===== src/rtl/wb_stage_cp0.sv =====
// Writeback stage with integrated CP0: commits GPR writes, MFC0/MTC0, exceptions, ERET,
// Count/Compare timer and interrupts. Never stalls; flush/redirect are combinational from WB.
module wb_stage_cp0 #(
  parameter int          NUM_HW_INT = 6,
  parameter int          COUNT_DIV  = 2,
  parameter logic [31:0] EXC_ENTRY  = 32'hBFC00380
) (
  input  logic                  clk,
  input  logic                  resetn,
  output logic                  ws_allowin,
  input  logic                  ms_to_ws_valid,
  input  logic [31:0]           ms_pc,
  input  logic                  ms_gr_we,
  input  logic [4:0]            ms_dest,
  input  logic [31:0]           ms_result,
  input  logic                  ms_ex,
  input  logic [4:0]            ms_excode,
  input  logic                  ms_bd,
  input  logic [31:0]           ms_badvaddr,
  input  logic                  ms_eret,
  input  logic                  ms_mtc0,
  input  logic                  ms_mfc0,
  input  logic [7:0]            ms_cp0_addr,
  input  logic [NUM_HW_INT-1:0] ext_int,
  output logic                  rf_we,
  output logic [4:0]            rf_waddr,
  output logic [31:0]           rf_wdata,
  output logic [4:0]            ws_dest,
  output logic [31:0]           ws_fwd_data,
  output logic                  ws_flush,
  output logic [31:0]           ws_flush_pc,
  output logic                  int_pending,
  output logic [31:0]           debug_wb_pc,
  output logic [3:0]            debug_wb_rf_wen,
  output logic [4:0]            debug_wb_rf_wnum,
  output logic [31:0]           debug_wb_rf_wdata
);

  localparam logic [7:0] A_BADVADDR = 8'h40;
  localparam logic [7:0] A_COUNT    = 8'h48;
  localparam logic [7:0] A_COMPARE  = 8'h58;
  localparam logic [7:0] A_STATUS   = 8'h60;
  localparam logic [7:0] A_CAUSE    = 8'h68;
  localparam logic [7:0] A_EPC      = 8'h70;

  logic        ws_valid_q, ws_gr_we_q, ws_ex_q, ws_bd_q, ws_eret_q, ws_mtc0_q, ws_mfc0_q;
  logic [31:0] ws_pc_q, ws_result_q, ws_badvaddr_q;
  logic [4:0]  ws_dest_q, ws_excode_q;
  logic [7:0]  ws_cp0_addr_q;

  logic [7:0]  im_q, im_d;
  logic        exl_q, exl_d, ie_q, ie_d;
  logic        bd_q, bd_d, ti_q, ti_d, eq_q, eq_d;
  logic [1:0]  ip_sw_q, ip_sw_d;
  logic [4:0]  exccode_q, exccode_d, div_q, div_d;
  logic [31:0] epc_q, epc_d, badvaddr_q, badvaddr_d;
  logic [31:0] count_q, count_d, compare_q, compare_d;
  logic [NUM_HW_INT-1:0] hw_int_q;

  logic        commit, exc, eret, mtc0_we;
  logic [5:0]  hw_ip;
  logic [7:0]  cause_ip;
  logic [31:0] cp0_rdata;

  assign commit  = ws_valid_q;
  assign exc     = commit & ws_ex_q;
  assign eret    = commit & ~ws_ex_q & ws_eret_q;
  assign mtc0_we = commit & ~ws_ex_q & ws_mtc0_q;

  always_comb begin
    hw_ip = '0;
    for (int i = 0; i < NUM_HW_INT; i++) hw_ip[i] = hw_int_q[i];
  end
  // The timer shares the top IP line with the highest external interrupt.
  assign cause_ip = {hw_ip[5] | ti_q, hw_ip[4:0], ip_sw_q};

  always_comb begin
    cp0_rdata = '0;
    case (ws_cp0_addr_q)
      A_BADVADDR: cp0_rdata = badvaddr_q;
      A_COUNT:    cp0_rdata = count_q;
      A_COMPARE:  cp0_rdata = compare_q;
      A_STATUS:   cp0_rdata = {9'b0, 1'b1, 6'b0, im_q, 6'b0, exl_q, ie_q};
      A_CAUSE:    cp0_rdata = {bd_q, ti_q, 14'b0, cause_ip, 1'b0, exccode_q, 2'b0};
      A_EPC:      cp0_rdata = epc_q;
      default:    cp0_rdata = '0;
    endcase
  end

  always_comb begin
    im_d       = im_q;
    exl_d      = exl_q;
    ie_d       = ie_q;
    bd_d       = bd_q;
    ip_sw_d    = ip_sw_q;
    exccode_d  = exccode_q;
    epc_d      = epc_q;
    badvaddr_d = badvaddr_q;
    compare_d  = compare_q;
    eq_d       = (count_q == compare_q);
    ti_d       = ti_q | (eq_d & ~eq_q);
    if (div_q == 5'(COUNT_DIV - 1)) begin
      count_d = count_q + 32'd1;
      div_d   = '0;
    end else begin
      count_d = count_q;
      div_d   = div_q + 5'd1;
    end
    if (exc) begin
      exl_d     = 1'b1;
      exccode_d = ws_excode_q;
      if (!exl_q) begin
        epc_d = ws_bd_q ? ws_pc_q - 32'd4 : ws_pc_q;
        bd_d  = ws_bd_q;
      end
      if (ws_excode_q == 5'd4 || ws_excode_q == 5'd5) badvaddr_d = ws_badvaddr_q;
    end else begin
      if (eret) exl_d = 1'b0;
      if (mtc0_we) begin
        case (ws_cp0_addr_q)
          A_COUNT: begin
            count_d = ws_result_q;
            div_d   = '0;
          end
          A_COMPARE: begin
            compare_d = ws_result_q;
            ti_d      = 1'b0;
          end
          A_STATUS: begin
            im_d  = ws_result_q[15:8];
            exl_d = ws_result_q[1];
            ie_d  = ws_result_q[0];
          end
          A_CAUSE: ip_sw_d = ws_result_q[9:8];
          A_EPC:   epc_d   = ws_result_q;
          default: ;
        endcase
      end
    end
  end

  always_ff @(posedge clk or negedge resetn) begin
    if (!resetn) begin
      ws_valid_q    <= 1'b0;
      ws_pc_q       <= '0;
      ws_gr_we_q    <= 1'b0;
      ws_dest_q     <= '0;
      ws_result_q   <= '0;
      ws_ex_q       <= 1'b0;
      ws_excode_q   <= '0;
      ws_bd_q       <= 1'b0;
      ws_badvaddr_q <= '0;
      ws_eret_q     <= 1'b0;
      ws_mtc0_q     <= 1'b0;
      ws_mfc0_q     <= 1'b0;
      ws_cp0_addr_q <= '0;
      im_q          <= '0;
      exl_q         <= 1'b0;
      ie_q          <= 1'b0;
      bd_q          <= 1'b0;
      ti_q          <= 1'b0;
      eq_q          <= 1'b1;  // Count == Compare out of reset is not a new match
      ip_sw_q       <= '0;
      exccode_q     <= '0;
      div_q         <= '0;
      epc_q         <= '0;
      badvaddr_q    <= '0;
      count_q       <= '0;
      compare_q     <= '0;
      hw_int_q      <= '0;
    end else begin
      ws_valid_q <= ms_to_ws_valid & ~ws_flush;
      if (ms_to_ws_valid) begin
        ws_pc_q       <= ms_pc;
        ws_gr_we_q    <= ms_gr_we;
        ws_dest_q     <= ms_dest;
        ws_result_q   <= ms_result;
        ws_ex_q       <= ms_ex;
        ws_excode_q   <= ms_excode;
        ws_bd_q       <= ms_bd;
        ws_badvaddr_q <= ms_badvaddr;
        ws_eret_q     <= ms_eret;
        ws_mtc0_q     <= ms_mtc0;
        ws_mfc0_q     <= ms_mfc0;
        ws_cp0_addr_q <= ms_cp0_addr;
      end
      im_q       <= im_d;
      exl_q      <= exl_d;
      ie_q       <= ie_d;
      bd_q       <= bd_d;
      ti_q       <= ti_d;
      eq_q       <= eq_d;
      ip_sw_q    <= ip_sw_d;
      exccode_q  <= exccode_d;
      div_q      <= div_d;
      epc_q      <= epc_d;
      badvaddr_q <= badvaddr_d;
      count_q    <= count_d;
      compare_q  <= compare_d;
      hw_int_q   <= ext_int;
    end
  end

  assign ws_allowin        = 1'b1;
  assign rf_we             = commit & ws_gr_we_q & ~ws_ex_q;
  assign rf_waddr          = ws_dest_q;
  assign rf_wdata          = ws_mfc0_q ? cp0_rdata : ws_result_q;
  assign ws_dest           = (ws_valid_q & ws_gr_we_q) ? ws_dest_q : 5'd0;
  assign ws_fwd_data       = rf_wdata;
  assign ws_flush          = exc | eret;
  // Only ERET redirects to EPC; idle and exceptions both point at the vector.
  assign ws_flush_pc       = eret ? epc_q : EXC_ENTRY;
  assign int_pending       = ie_q & ~exl_q & |(cause_ip & im_q);
  assign debug_wb_pc       = ws_pc_q;
  assign debug_wb_rf_wen   = {4{rf_we}};
  assign debug_wb_rf_wnum  = ws_dest_q;
  assign debug_wb_rf_wdata = rf_wdata;

endmodule


===== config.mk =====
export PLATFORM = sky130hd
export DESIGN_NAME = wb_stage_cp0
export DESIGN_NICKNAME = d
export VERILOG_FILES = /design/src/rtl/wb_stage_cp0.sv
export SDC_FILE = /design/constraint.sdc
export NUM_CORES = 1
export LEC_CHECK = 0
export ABC_AREA = 1
export BUFFER_PORTS_ARGS = -buffer_cell sky130_fd_sc_hd__buf_2
export CELL_PAD_IN_SITES_DETAIL_PLACEMENT = 1
export CELL_PAD_IN_SITES_GLOBAL_PLACEMENT = 1
export CORE_ASPECT_RATIO = 0.9
export CORE_MARGIN = 2
export CORE_UTILIZATION = 35
export CTS_CLUSTER_DIAMETER = 80
export CTS_CLUSTER_SIZE = 14
export DETAILED_ROUTE_END_ITERATION = 8
export PLACE_DENSITY = 0.78
export SYNTH_ARGS = -nofsm -noshare
export SYNTH_HDL_FRONTEND = slang
export SYNTH_SLANG_ARGS = --single-unit

===== constraint.sdc =====
create_clock -name clk -period 3.3 [get_ports clk]
set_input_delay 0.495 -clock clk [delete_from_list [all_inputs] [get_ports clk]]
set_output_delay 0.495 -clock clk [all_outputs]
set_load 0.05 [all_outputs]

# Word level (Yosys, flattened, before mapping)
# Index checks and enable logic that the tools add are counted.
# op_classes
addsub,3
eq_ne,11
n_mux,24
bitwise,19
n_reduce_logical,10
# op_table
op,count
32-bit 2-to-1 mux,11
32-bit one-hot mux with 6 select lines,1
8-bit by 7-bit == test with 1-bit output (second input constant),6
32-bit by 1-bit adder with 32-bit output (second input constant),1
32-bit == test,1
32-bit by 3-bit subtractor with 32-bit output (second input constant),1
5-bit 2-to-1 mux,5
3-bit AND reduction,4
1-bit AND,10
5-bit by 3-bit == test with 1-bit output (second input constant),2
8-bit AND,1
8-bit OR reduction,1
1-bit 2-to-1 mux,7
5-bit by 1-bit adder with 5-bit output (second input constant),1
5-bit by 1-bit == test with 1-bit output (second input constant),1
1-bit NOT,5
2-bit AND reduction,2
2-bit nonzero test,2
1-bit bitwise OR,3
2-bit != test (second input constant),1
1-bit logical OR,1
# totals
register_bits,280
output_inout_bits,183
word_cells,94

# Logic depth before layout (Yosys ltp)
# Gate-level depths: netlist (run 1).
# depth
ltp_word,7
ltp_mapped,13

# Least setup slack after synthesis (run 1)
# Ideal clock, no wire load.
# synth_path
path_kind,reg2out
startpoint,register ws_cp0_addr_q[7]
endpoint,output rf_wdata[9]
arrival_ns,2.465
slack_ns,0.340
path_stages_with_launch,12
n_path_buf,2
path_cell_list,dfrtp_1 -> inv_1 -> nand2_1 -> nor3_1 -> nand2_1 -> inv_1 -> buf_2 -> nand2_1 -> o21ai_0 -> nor2_1 -> a21oi_1 -> buf_4
# synth_via
elab_chain_len,3
elab_cells_between_ends,8
# synth_lines
item,line_no,rtl
"start, declared",49,logic [7:0] ws_cp0_addr_q;
"start signal, assigned",185,ws_cp0_addr_q <= ms_cp0_addr;
8-bit by 7-bit == test with 1-bit output,79,case (ws_cp0_addr_q)
32-bit one-hot mux with 6 select lines *,79,
32-bit 2-to-1 mux *,207,assign rf_wdata = ws_mfc0_q ? cp0_rdata : ws_result_q;
"end, declared",27,"output logic [31:0] rf_wdata,"
# Every way passes the cells marked *; elsewhere a longest branch is shown, timed or not.

# Worst setup path in the final report (run 1)
# layout_path
startpoint,register ws_cp0_addr_q[5]
endpoint,output rf_wdata[3]
# The elaborated chain is that of the path after synthesis.

==> results.cfg, run 1 <==
[outcome]
outcome = finished, final reports clean

[timing]
finalSetupTns_ns = 0
setup_violations = 0
whs_ns = 0.02609
setup_ws_ns = 0.07575
fin_skew_ns = 0.01893
slew_headroom = 0.2646
clock.fmax_mhz = 310.1
slew_viol_final = 0
worst_slew_pin_slew_ns = 1.096
rsz0062_at_grt = true
period_needed_ns = 3.224
hold_violations = 0
timing.final.crit_share = 0.9770

[route]
route.met3.wl_um = 2573
drt_iter0_markers = 853
postRouteAntennaNets = 0
vias = 14030
top_layer_used = met5
vias_per_cell = 5.063
drt-pass1-iter-count = 5
dr_wl_met2_um = 24900
wl_um = 54680
drcViolationCount = 0
met1_length_um = 25690
routedWlPerCell_um = 19.73

[synthesis]
yosysWarnings = 0
synth_top_area_frac = 0.4641
synth_largest_area_cell = dfrtp_1
syn_inst = 1998
syn_nets = 2131
yosysMostFrequentCell = nand2_1
syn_avg_cell_area_sq_um = 7.530
synth.cell_area_sq_mm = 0.01504
netlist_top_cells_area = dfrtp_1 (46%), nand2_1 (14%), o21ai_0 (8.1%)
synth_edf_count = 0
synthArstFlopShare = 1.000
ys.flop_type = dfrtp_1
synthDistinctLibCells = 35
yosysSeqAreaShare = 0.4658
synth_commonest_cells = nand2_1 (559), dfrtp_1 (279), inv_1 (253)
ys_ff_latch = 280

[setup_path]
critPathSlowestCell = dfrtp_1
crit_fanout = 17
cpMostUsedCell = nand2_1
crit_required_ns = 2.80
path_delay_family = simple AND/OR/NAND/NOR gates
critPathMaxStageDelay_ns = 0.47
worstPathCellList = inv_1 -> nor3_2 -> nand2_4 -> o21ai_1 -> nor2_1 -> nand2_1 -> nand2_1 -> nand2_1 -> clkbuf_4
crit_buf_inv = 2
worst-setup-path-type = flop to output port
crit_path_start_kind = flop
cp.arrival_ns = 2.73
crit_path_end_kind = output port

[global_routing]
grt_pass1_wl_um = 83660
track_usage = 0.2399
grt-ovfl-total = 0
grt_pass1_vias = 14300
grt_max_degree = 88
antenna_found_initial = 1

[placed_design]
pre_cts_ws_ns = 0.4772
dpl.hpwl_um = 41570
place_congestion = 0.9114
io_buffer_count = 310

[die]
fp.dieW_um = 222.5
rows = 72
die_y_um = 200.7
ioPinCount = 312
die_area_sq_mm = 0.04466
start_util = 0.3523
coreArea_sq_mm = 0.04270

[power_and_ir_drop]
power_mw = 9.592
p_per_area_mw_per_mm2 = 548.0
vdd_drop_max_uv = 454.1
leakagePower_nw = 8.703

[final_layout]
area_delta_synth_final_pct = 16.36
fillerInstances = 5333
final_util = 0.4100
regArea_sq_mm = 0.007008
nets = 2343
drive_gt1_frac = 0.1973
multiInputGateArea_sq_mm = 0.006236

[clock_tree]
numCtsBuffers = 24
cts.sinks = 280
cts_buffer_depth = 3
clock_latency_ns = 0.57
clkTransAtPathRegs_ns = 0.07
cts_tree = yes
cts_max_level = 1
clk_root_buffer_cell = clkbuf_16

[worst_hold_path]
hp-class = input pin to flop

[job]
drv_cap = 0
[worst paths after layout]
kind | slack (ns) | end | startpoint | cells after the start
worst max-delay path | 0.08 | rf_wdata[3] | ws_cp0_addr_q[5]$_DFFE_PN0P_ | 9
worst min-delay path | 0.03 | hw_int_q[1]$_DFF_PN0_ | ext_int[1] | 1
worst max register to register | 0.92 | count_q[0]$_DFF_PN0_ | ws_cp0_addr_q[1]$_DFFE_PN0P_ | 10
worst min register to register | 0.48 | badvaddr_q[6]$_DFFE_PN0P_ | ws_badvaddr_q[6]$_DFFE_PN0P_ | 2
max in group asynchronous | 1.81 | debug_wb_pc[2]$_DFFE_PN0P_ | resetn | 3
min in group asynchronous | 0.53 | ws_badvaddr_q[25]$_DFFE_PN0P_ | resetn | 2
[report_power, final]
part / switching, mW / internal [mW] / total (mW) / leakage (nW)
clock: 1.36 / 1.35 / 2.71 / 0.323
combinational: 1.84 / 0.664 / 2.51 / 4.85
sequential: 0.418 / 3.96 / 4.37 / 3.53
[state kept, by name, indices dropped and copies added, names as in the netlist, 2 cells and up]
| signal | cells |
|---|---|
| badvaddr_q | 32 |
| compare_q | 32 |
| count_q | 32 |
| debug_wb_pc | 32 |
| debug_wb_rf_wnum | 5 |
| div_q | 5 |
| epc_q | 32 |
| exccode_q | 5 |
| hw_int_q | 6 |
| im_q | 8 |
| ip_sw_q | 2 |
| ws_badvaddr_q | 32 |
| ws_cp0_addr_q | 8 |
| ws_excode_q | 5 |
| ws_result_q | 32 |
[layer usage]
layer,GRT usage,vias to the layer above
met2,0.3849,387
met1,0.3423,6932
met3,0.03015,73
li1,-,6636
met4,0.06448,2
met5,0,-
[metrics by stage]
| stage | instances | cell area (sq um) |
|---|---|---|
| global route | 2770 | 17500 |
| detailed placement | 2735 | 16640 |
| finish | 2771 | 17510 |
| global placement | 2735 | 16640 |
| CTS | 2767 | 17350 |
| floorplan | 1998 | 15040 |
[layout make-up]
type                    instances  area share
flip-flops and latches        280      0.4003
inverters                     258     0.05618
repair buffers                336      0.1086
clock inverters                 3    0.001644
diodes                          1   0.0001429
multi-input cells            1308      0.3562
well taps                     555     0.03967
repair inverters                2   0.0008577
clock buffers                  28     0.03631
[cell families (layout without fill, tap and decap cells)]
| group | after synthesis | after routing | synth area share |
|---|---|---|---|
| compound gates | 357 | 357 | 0.1223 |
| xor+xnor | 47 | 47 | 0.02736 |
| fa+ha+maj | 4 | 4 | 0.003327 |
| buf+inv | 410 | 627 | 0.1237 |
| flops | 280 | 280 | 0.4658 |
| mux | 33 | 33 | 0.02470 |
| other cells | 1 | 2 | 0.0002493 |
| simple gates | 866 | 866 | 0.2326 |
[what timing repair did]
action,CTS,global route
setup buffers,0,1
setup endpoints to repair,51,91
endpoints found under the hold margin,41,0
cloned,0,2
hold buffers,1,0
gates resized for setup,13,59
[placed cells by master, fill, tap and decap left out, types with 12 or more instances in the layout]
cell and instances:
o22ai_1 22, nand2_1 556, nor3_1 16, xor2_1 28, dfrtp_1 279, mux2_2 33, nand3_1 77, clkbuf_16 24
a21oi_1 73, buf_2 275, clkbuf_4 18, nor2_1 176, o21ai_0 235, xnor2_1 19, inv_1 248, nand4_1 19
buf_4 35, o21ai_1 12
Note: power is estimated with default switching activity, not from simulation.
==> run 2: changes to the inputs <==
--- a/config.mk
+++ b/config.mk
@@ -5,7 +5,6 @@
 export SDC_FILE = /design/constraint.sdc
 export NUM_CORES = 1
 export LEC_CHECK = 0
-export ABC_AREA = 1
 export BUFFER_PORTS_ARGS = -buffer_cell sky130_fd_sc_hd__buf_2
 export CELL_PAD_IN_SITES_DETAIL_PLACEMENT = 1
 export CELL_PAD_IN_SITES_GLOBAL_PLACEMENT = 1
@@ -15,7 +14,7 @@
 export CTS_CLUSTER_DIAMETER = 80
 export CTS_CLUSTER_SIZE = 14
 export DETAILED_ROUTE_END_ITERATION = 8
-export PLACE_DENSITY = 0.78
+export PLACE_DENSITY = 0.74
 export SYNTH_ARGS = -nofsm -noshare
 export SYNTH_HDL_FRONTEND = slang
 export SYNTH_SLANG_ARGS = --single-unit
==> results.cfg, run 2 <==
[die]
start_util = 0.3572
ioPinCount = 312
rows = 70
coreArea_sq_mm = 0.04090
die_area_sq_mm = 0.04339
die_y_um = 197.8
fp.dieW_um = 219.4

[timing]
worst_slew_pin_slew_ns = 0.7545
period_needed_ns = 3.287
timing.final.crit_share = 0.9960
fin_skew_ns = 0.03557
rsz0062_at_grt = true
hold_violations = 0
finalSetupTns_ns = 0
slew_headroom = 0.4958
clock.fmax_mhz = 304.3
setup_violations = 0
whs_ns = 0.05494
slew_viol_final = 0

[placed_design]
place_inst = 2129
place_area_sq_mm = 0.01664
io_buffer_count = 310
dpl.hpwl_um = 38990
place_congestion = 0.9002

[synthesis]
synthArstFlopShare = 1.000
synth.cell_area_sq_mm = 0.01461
netlist_top_cells_area = dfrtp_1 (48%), mux2_2 (12%), xnor2_1 (4.3%)
syn_avg_cell_area_sq_um = 10.41
synth_top_area_frac = 0.4779
synthAdderAreaFrac = 0.003426
ys.flop_type = dfrtp_1
syn_inst = 1403
synth_mux_area_frac = 0.1543
synth_edf_count = 0
synthDistinctLibCells = 61
syn_nets = 1536
yosysSeqAreaShare = 0.4797
yosysMostFrequentCell = dfrtp_1
yosysWarnings = 0
ys_ff_latch = 280
synth_largest_area_cell = dfrtp_1
synth_compound_area_frac = 0.1018
yosys.area_share.simple = 0.1339
synth_commonest_cells = dfrtp_1 (279), mux2_2 (151), nand2_1 (106)
synth-xor-area-share = 0.05276
synth_top_family_by_area = multiplexers

[global_routing]
grt_pass1_vias = 12320
grt-ovfl-total = 0
antenna_found_initial = 5
track_usage = 0.2394
grt_pass1_wl_um = 78680
grt_max_degree = 80

[worst_hold_path]
min_path_cells = 1
hold_start = ext_int[5]
hold_end = hw_int_q[5]$_DFF_PN0_
hp-class = input pin to flop

[final_layout]
fillerInstances = 4583
multiInputGateArea_sq_mm = 0.006843
nets = 1756
fin_area_sq_mm = 0.01765
drive_gt1_frac = 0.3674
most-common-layout-cells = dfrtp_1 (277), buf_2 (257), mux2_2 (151)
regArea_sq_mm = 0.007010
mostFrequentLayoutCell = dfrtp_1
final_util = 0.4315
fin_cells = 2179
area_delta_synth_final_pct = 20.80

[power_and_ir_drop]
seqPwrFrac = 0.458
swShare = 0.3748
p_per_area_mw_per_mm2 = 584.7
combPwrFrac = 0.264
p_switching_mw = 3.867
vdd_drop_max_uv = 355.4
internal_power_mw = 6.452
pwr-share-clk = 0.278
leakagePower_nw = 7.973

[route]
vias_per_cell = 5.547
drt_iter0_markers = 1037
wl_um = 52230
vias = 12090
drt-pass1-iter-count = 5
postRouteAntennaNets = 0
routedWlPerCell_um = 23.97
drcViolationCount = 0

[clock_tree]
clk_root_buffer_cell = clkbuf_16
clock_latency_ns = 0.56
numCtsBuffers = 25
cts_buffer_depth = 3
cts_max_level = 1
cts.sinks = 280
clkTransAtPathRegs_ns = 0.07
cts_tree = yes

[setup_path]
crit_path_end_kind = output port
cp.arrival_ns = 2.79
crit_path_start_kind = flop
worst-setup-path-type = flop to output port
r2r_slack_ns = 0.52
rr_startpoint = div_q[1]$_DFF_PN0_
reg2regPathDepth = 7
r2r_end = count_q[31]$_DFF_PN0_
crit_fanout = 13
crit_required_ns = 2.80

[outcome]
outcome = finished, final reports clean

[job]
drv_cap = 0
run 2: cell count changes after synthesis, sizes merged, moves of 14 or more:
cell    delta
nor2      -88
mux2     +159
o21ai    -183
nand2b    +15
clkbuf    +33
inv      -217
nor4      +21
a221oi    +18
and3      +30
nand3     -45
nand2    -455
xnor2     +52
a32oi     +14
run 2: worst max-delay path by stage:
stage	depth (start not counted)	slack, ns	to	startpoint
2_1_floorplan	5	-0.48	rf_wdata[2]	ws_cp0_addr_q[0]$_DFFE_PN0P_
3_3_place_gp	6	0.53	rf_wdata[2]	ws_cp0_addr_q[0]$_DFFE_PN0P_
3_5_place_dp	6	0.43	ws_fwd_data[31]	ws_cp0_addr_q[0]$_DFFE_PN0P_
6_report	7	0.01	debug_wb_rf_wdata[16]	ws_cp0_addr_q[0]$_DFFE_PN0P_
4_1_cts	6	-0.006	rf_wdata[30]	ws_cp0_addr_q[4]$_DFFE_PN0P_
5_1_grt	7	-0.04	debug_wb_rf_wdata[16]	ws_cp0_addr_q[0]$_DFFE_PN0P_
run 2: worst max-delay path: stages (launching register included):
cell and delay [ns]:
dfrtp_1 0.39, or4b_4 0.59, nor2_4 0.17, and3_1 0.23, buf_6 0.18, a21oi_1 0.11
o22ai_2 0.29, buf_4 0.27
run 2: area by class of cell:
class                      count  share of cell area
inverter                      39            0.008508
sequential                   280              0.3972
clock inverter                 5            0.003616
multi-input combinational    912              0.3877
antenna                        3           0.0004254
timing repair buffer         365              0.1261
tap                          540             0.03828
clock buffer                  35             0.03814
run 2: power groups by stage:
stage	Clock, mW	Combinational, mW	Sequential [mW]
6_report	2.87	2.73	4.72
3_3_place_gp	0	2.58	4.72
4_1_cts	2.92	2.72	4.69
5_1_grt	3.05	2.91	4.78
3_5_place_dp	0	2.65	4.75
2_1_floorplan	0	1.92	4.51
run 2: logic make-up (layout without fill, tap and decap cells):
family	after synthesis	count (layout)
other	1	4
adders and majority gates	4	4
muxes	200	200
xor gates and xnor gates	88	88
and+or+nand+nor	385	385
AOI/OAI and AO/OA	234	234
DFF	280	280
buffers and inverters	211	444
run 2: per-stage QoR:
stage	setup slack, ns	power (mW)
6_report	0.01333	10.32
5_1_grt	-0.04193	10.74
4_1_cts	-0.005833	10.33
3_5_place_dp	0.4345	7.403
3_3_place_gp	0.5295	7.303
2_1_floorplan	-0.4770	6.426
run 2: layer usage:
layer / wire length, um / GRT usage / share of wire / vias up
met5: 13 / 0 / 0.00025 / -
met4: 1421 / 0.06181 / 0.027 / 2
met3: 3601 / 0.04424 / 0.069 / 84
met2: 23940 / 0.3719 / 0.46 / 443
met1: 23260 / 0.3425 / 0.45 / 6196
li1: - / - / - / 5362
run 2: what timing repair did:
action | in CTS | in global routing
hold endpoints to repair | 48 | 0
cloned | 0 | 0
hold buffers | 1 | 0
buffers inserted | 1 | 5
gates resized for setup | 47 | 21
pin swaps | 2 | 2
endpoints found under the setup margin | 76 | 78
